===== config.mk =====
export PLATFORM = sky130hd
export DESIGN_NAME = baccarat_multihand_fsm
export DESIGN_NICKNAME = d
export VERILOG_FILES = /design/src/rtl/baccarat_multihand_fsm.sv
export SDC_FILE = /design/constraint.sdc
export NUM_CORES = 1
export LEC_CHECK = 0
export CAP_MARGIN = 0
export CORE_MARGIN = 2
export CORE_UTILIZATION = 30
export DETAILED_ROUTE_END_ITERATION = 12
export PLACE_DENSITY_LB_ADDON = 0.1
export SLEW_MARGIN = 20
export SYNTH_ARGS = -nofsm -noshare
export SYNTH_HDL_FRONTEND = slang
export SYNTH_SLANG_ARGS = --single-unit

===== constraint.sdc =====
create_clock -name slow_clock -period 3.08 [get_ports slow_clock]
set_clock_uncertainty 0.15 [all_clocks]
set_input_delay 0.462 -clock slow_clock [delete_from_list [all_inputs] [get_ports slow_clock]]
set_output_delay 0.462 -clock slow_clock [all_outputs]
set_load 0.005 [all_outputs]

===== src/rtl/baccarat_multihand_fsm.sv =====
// Multi-hand baccarat sequencer: deals NUM_HANDS player hands plus the dealer, applies third-card rules, latches lights.
// Optional per-hand saturating win tallies are built when BACCARAT_TALLY_EN is defined.
module baccarat_multihand_fsm #(
  parameter int NUM_HANDS = 2
) (
  input  logic                   slow_clock,
  input  logic                   reset,
  input  logic                   start,
  input  logic [4*NUM_HANDS-1:0] pscore,
  input  logic [4*NUM_HANDS-1:0] pcard3,
  input  logic [3:0]             dscore,
  output logic [NUM_HANDS-1:0]   load_pcard1,
  output logic [NUM_HANDS-1:0]   load_pcard2,
  output logic [NUM_HANDS-1:0]   load_pcard3,
  output logic                   load_dcard1,
  output logic                   load_dcard2,
  output logic                   load_dcard3,
  output logic [NUM_HANDS-1:0]   player_win_light,
  output logic [NUM_HANDS-1:0]   dealer_win_light,
  output logic                   busy,
  output logic                   done,
  output logic [8*NUM_HANDS-1:0] hand_wins
);

  typedef enum logic [3:0] {
    S_IDLE, S_DP1, S_DD1, S_DP2, S_DD2, S_EVAL, S_DP3, S_DEC, S_DD3, S_SETTLE, S_RESULT
  } state_t;

  localparam logic [1:0] LAST = 2'(NUM_HANDS - 1);

  state_t state, next_state;
  logic [1:0] idx, next_idx;
  logic [NUM_HANDS-1:0] mask, next_mask;
  logic nat0, next_nat0;

  logic [NUM_HANDS-1:0] nat, draw, pwin, dwin, sel;
  logic [1:0] first_set, next_set;
  logic more_set, dnat, dealer_draw, drew0;
  logic [3:0] p3_0;
  logic unused_pcard3;

  assign unused_pcard3 = ^pcard3;
  assign p3_0  = pcard3[3:0];
  assign drew0 = mask[0];
  assign dnat  = (dscore >= 4'd8);

  // Per-hand score classification; loops run high-to-low so the last hit is the lowest/next set bit.
  always_comb begin
    nat       = '0;
    draw      = '0;
    pwin      = '0;
    dwin      = '0;
    first_set = '0;
    next_set  = '0;
    more_set  = 1'b0;
    for (int i = NUM_HANDS - 1; i >= 0; i--) begin
      nat[i]  = (pscore[4*i +: 4] >= 4'd8);
      draw[i] = !nat[i] && (pscore[4*i +: 4] <= 4'd5);
      pwin[i] = (pscore[4*i +: 4] >= dscore);
      dwin[i] = (pscore[4*i +: 4] <= dscore);
      if (draw[i]) first_set = 2'(i);
      if (mask[i] && (2'(i) > idx)) begin
        next_set = 2'(i);
        more_set = 1'b1;
      end
    end
  end

  always_comb begin
    dealer_draw = !nat0 && (
        (!drew0 && dscore <= 4'd5) ||
        ( drew0 && dscore <= 4'd2) ||
        (dscore == 4'd3 && p3_0 != 4'd8) ||
        (dscore == 4'd4 && p3_0 >= 4'd2 && p3_0 <= 4'd7) ||
        (dscore == 4'd5 && p3_0 >= 4'd4 && p3_0 <= 4'd7) ||
        (dscore == 4'd6 && p3_0 >= 4'd6 && p3_0 <= 4'd7));
  end

  always_comb begin
    next_state = state;
    next_idx   = idx;
    next_mask  = mask;
    next_nat0  = nat0;
    case (state)
      S_IDLE, S_RESULT: if (start) begin
        next_state = S_DP1;
        next_idx   = '0;
      end
      S_DP1: if (idx == LAST) begin
        next_state = S_DD1;
        next_idx   = '0;
      end else next_idx = idx + 2'd1;
      S_DD1: begin
        next_state = S_DP2;
        next_idx   = '0;
      end
      S_DP2: if (idx == LAST) begin
        next_state = S_DD2;
        next_idx   = '0;
      end else next_idx = idx + 2'd1;
      S_DD2: next_state = S_EVAL;
      S_EVAL: begin
        next_nat0 = nat[0];
        if (dnat) begin
          next_mask  = '0;
          next_state = S_SETTLE;
        end else begin
          next_mask = draw;
          if (|draw) begin
            next_state = S_DP3;
            next_idx   = first_set;
          end else next_state = S_DEC;
        end
      end
      S_DP3: if (more_set) next_idx = next_set;
             else next_state = S_DEC;
      S_DEC: next_state = dealer_draw ? S_DD3 : S_SETTLE;
      S_DD3: next_state = S_SETTLE;
      S_SETTLE: next_state = S_RESULT;
      default: next_state = S_IDLE;
    endcase
  end

  assign sel = NUM_HANDS'(1) << next_idx;

  // Outputs are registered from the next state so each strobe lines up with its state cycle.
  always_ff @(posedge slow_clock) begin
    if (reset) begin
      state            <= S_IDLE;
      idx              <= '0;
      mask             <= '0;
      nat0             <= 1'b0;
      load_pcard1      <= '0;
      load_pcard2      <= '0;
      load_pcard3      <= '0;
      load_dcard1      <= 1'b0;
      load_dcard2      <= 1'b0;
      load_dcard3      <= 1'b0;
      player_win_light <= '0;
      dealer_win_light <= '0;
      busy             <= 1'b0;
      done             <= 1'b0;
    end else begin
      state       <= next_state;
      idx         <= next_idx;
      mask        <= next_mask;
      nat0        <= next_nat0;
      load_pcard1 <= (next_state == S_DP1) ? sel : '0;
      load_pcard2 <= (next_state == S_DP2) ? sel : '0;
      load_pcard3 <= (next_state == S_DP3) ? sel : '0;
      load_dcard1 <= (next_state == S_DD1);
      load_dcard2 <= (next_state == S_DD2);
      load_dcard3 <= (next_state == S_DD3);
      busy        <= (next_state != S_IDLE) && (next_state != S_RESULT);
      done        <= (next_state == S_RESULT);
      if (state == S_SETTLE) begin
        player_win_light <= pwin;
        dealer_win_light <= dwin;
      end else if (state == S_RESULT && start) begin
        player_win_light <= '0;
        dealer_win_light <= '0;
      end
    end
  end

`ifdef BACCARAT_TALLY_EN
  logic [7:0] wins [NUM_HANDS];

  // A hand counts as won only when its player light is set alone.
  always_ff @(posedge slow_clock) begin
    if (reset) begin
      for (int i = 0; i < NUM_HANDS; i++) wins[i] <= '0;
    end else if (state == S_SETTLE) begin
      for (int i = 0; i < NUM_HANDS; i++)
        if (pwin[i] && !dwin[i] && wins[i] != 8'hFF) wins[i] <= wins[i] + 8'd1;
    end
  end

  always_comb begin
    hand_wins = '0;
    for (int i = 0; i < NUM_HANDS; i++) hand_wins[8*i +: 8] = wins[i];
  end
`else
  assign hand_wins = '0;
`endif

endmodule


==> results.ini <==
[floorplanning]
initial_core_util_pct=30.87
num_rows=26
io_pins=54
chipHeight_um=76.03
dieWidth_um=76.03
coreArea_um2=5042
die-area_um2=5781

[placed_design]
numPortBuffers=33
hpwl_mm=2.823
dp.cells=271
place_area_um2=1894
routabilityCongestion=0.8185

[cells_and_area]
fillers=521
final_cells=275
multiInputGateArea_um2=947.2
syn_to_final_growth_pct=26.29
nets=237
drive_gt1_share_pct=7.805
ff_latch_area_um2=480.5
final_cell_area_um2=1966
antenna_cells=0

[pwr]
p_leak_nw=0.7482
power_uw=763.6
vdd_drop_max_v=0.0001848
power_density_nw_per_um2=388.5

[setup_path]
arrival_ns=2.46
crit_path_max_incr_delay_ns=0.55
worstSetupPathType=input port to register
startpoint_type=input port
slowest_stage=clkdlybuf4s50_1
r2r-start=state[0]
worstSetupStartpoint=dscore[3]
crit_required_ns=3.10
worstPathMaxFanout=8
crit_path_end_kind=register
path_cells=clkdlybuf4s50_1 > a211oi_1 > nor2_1 > a221oi_4 > nor4bb_1

[sta]
setup_tns_ns=0
worstMarginPinSlew_ns=0.6100
slew_viol_final=0
setup_violations=0
hold_viol=0
fin_crit_sh_pct=79.31
slew_headroom_pct=59.09
finalWorstPathRequiredPeriod_ns=2.443
fmax_mhz=409.4
rsz0062_at_grt=false

[yosys]
synth.distinct_cells=55
ys.flop_type=dfxtp_1
yosysWarnings=0
synthArstFlopShare_pct=0
syn_inst=172
synth_edf_count=0
syn_avg_cell_area_um2=9.049
synth_seq_cells=24
synth_area_um2=1556
synth_seq_area_share_pct=30.87

[clocking]
clkSinkCount=24
cts_buffers=3
cts-root-buf=clkbuf_8
clk_pin_slew_ns=0.09
htree_levels=1
cts_resized=0
cts_buffer_depth=2
cts_hold_buf=0
insertion_delay_ns=0.27
postCtsSetupBuffers=0
cts_tree=built

[global_routing]
grt_pass1_wl_mm=6.134
grt_max_degree=19
overflow=0
grt_use_total_pct=12.73
grt_pass1_vias=1358
antenna_found_initial=0

[drt]
dr.first_iter.drc_count=113
num_vias=1317
dr.pass1.iters=5
wl_per_cell_um=13.06
routed_via_density=4.789
wirelength_mm=3.591
drc_errors=0
detail-route-antenna-nets=0

[status]
outcome=finished clean

[job]
drv_cap=0

[worst_hold_path]
min-delay-start=mask[0]
hold_class=register to register

layer usage:
layer,share of wire [%],track usage [%],up-vias
met2,47,20.89,44
li1,-,-,669
met3,4.7,2.251,0
met1,49,17.29,604
met4,0,3.455,0
met5,0,0,-
cell usage after synthesis, types with 3 or more instances:
cell type / count / area share [%]
nand2b_1: 5 / 2.0
nor3b_1: 3 / 1.4
a21oi_1: 8 / 2.6
nor2_1: 11 / 2.7
nor2b_1: 4 / 1.6
buf_4: 19 / 9.2
dfxtp_1: 24 / 31
o31ai_1: 3 / 1.4
nor3_1: 7 / 2.3
a211oi_1: 3 / 1.4
and4_1: 3 / 1.7
inv_1: 8 / 1.9
ha_1: 8 / 6.4
o21a_1: 5 / 2.4
nand2_1: 11 / 2.7
final cells by class:
type / count / area share, %
Clock buffer: 3 / 2.101
Tap cell: 70 / 4.456
Clock inverter: 1 / 1.528
Multi-Input combinational cell: 133 / 48.19
Inverter: 9 / 1.719
Sequential cell: 24 / 24.44
Timing Repair Buffer: 35 / 17.57
report_power, final:
part | switching [mW] | total (mW) | leakage [nW] | internal (mW)
clock network | 0.104 | 0.278 | 0.0357 | 0.174
logic | 0.0739 | 0.154 | 0.518 | 0.0799
registers | 0.0129 | 0.332 | 0.194 | 0.319
logic make-up after synthesis:
kind of cell / share of synthesized area (%)
buffers and inverters: 11.90
flip-flops: 30.87
AO/OA/AOI/OAI: 20.82
adder cells (fa/ha/maj): 6.431
XOR/XNOR: 0.5628
other: 0.2409
AND/OR/NAND/NOR: 28.54
multiplexers: 0.6431
stage by stage:
stage               utilization, %  hold slack, ns  setup slack (ns)
detailed placement           37.57          0.3110            0.3326
global placement             37.57          0.3151            0.3863
CTS                          38.98          0.3329            0.6145
finish                       38.98          0.3295            0.6372
floorplan                        -          0.2861             1.157
global route                 38.98          0.3473            0.4822
state kept, by name, indices dropped and copies added, names as in the netlist:
| signal | count |
|---|---|
| load_pcard1 | 2 |
| idx | 2 |
| load_pcard2 | 2 |
| mask | 2 |
| state | 4 |
| busy | 1 |
| load_pcard3 | 2 |
| load_dcard2 | 1 |
| load_dcard1 | 1 |
| dealer_win_light | 2 |
| nat0 | 1 |
| player_win_light | 2 |
| done | 1 |
| load_dcard3 | 1 |
path summary, 6_finish.rpt:
| path | to | slack, ns | cells past startpoint |
|---|---|---|---|
| worst min-delay path | mask[0] | 0.33 | 2 |
| worst max-delay path | load_pcard2[0] | 0.64 | 5 |
| worst max register to register | load_pcard2[0] | 0.87 | 5 |
| worst min register to register | mask[0] | 0.33 | 2 |
layout by cell type, fill, tap and decap left out, types with 4 or more instances in the layout:
cell type / count
conb_1: 16
nor2_1: 11
dfxtp_1: 24
nand2b_1: 5
clkdlybuf4s50_1: 33
a21oi_1: 8
nor2b_1: 4
inv_1: 8
o21a_1: 5
nand2_1: 11
nor3_1: 7
ha_1: 8
critical path, delay by kind of cell:
kind / cells / cell delay [ns]
buffers and inverters: 1 / 0.55
AO/OA/AOI/OAI: 2 / 0.96
AND/OR/NAND/NOR: 2 / 0.48
No activity file was read; power rests on OpenSTA's default activity.
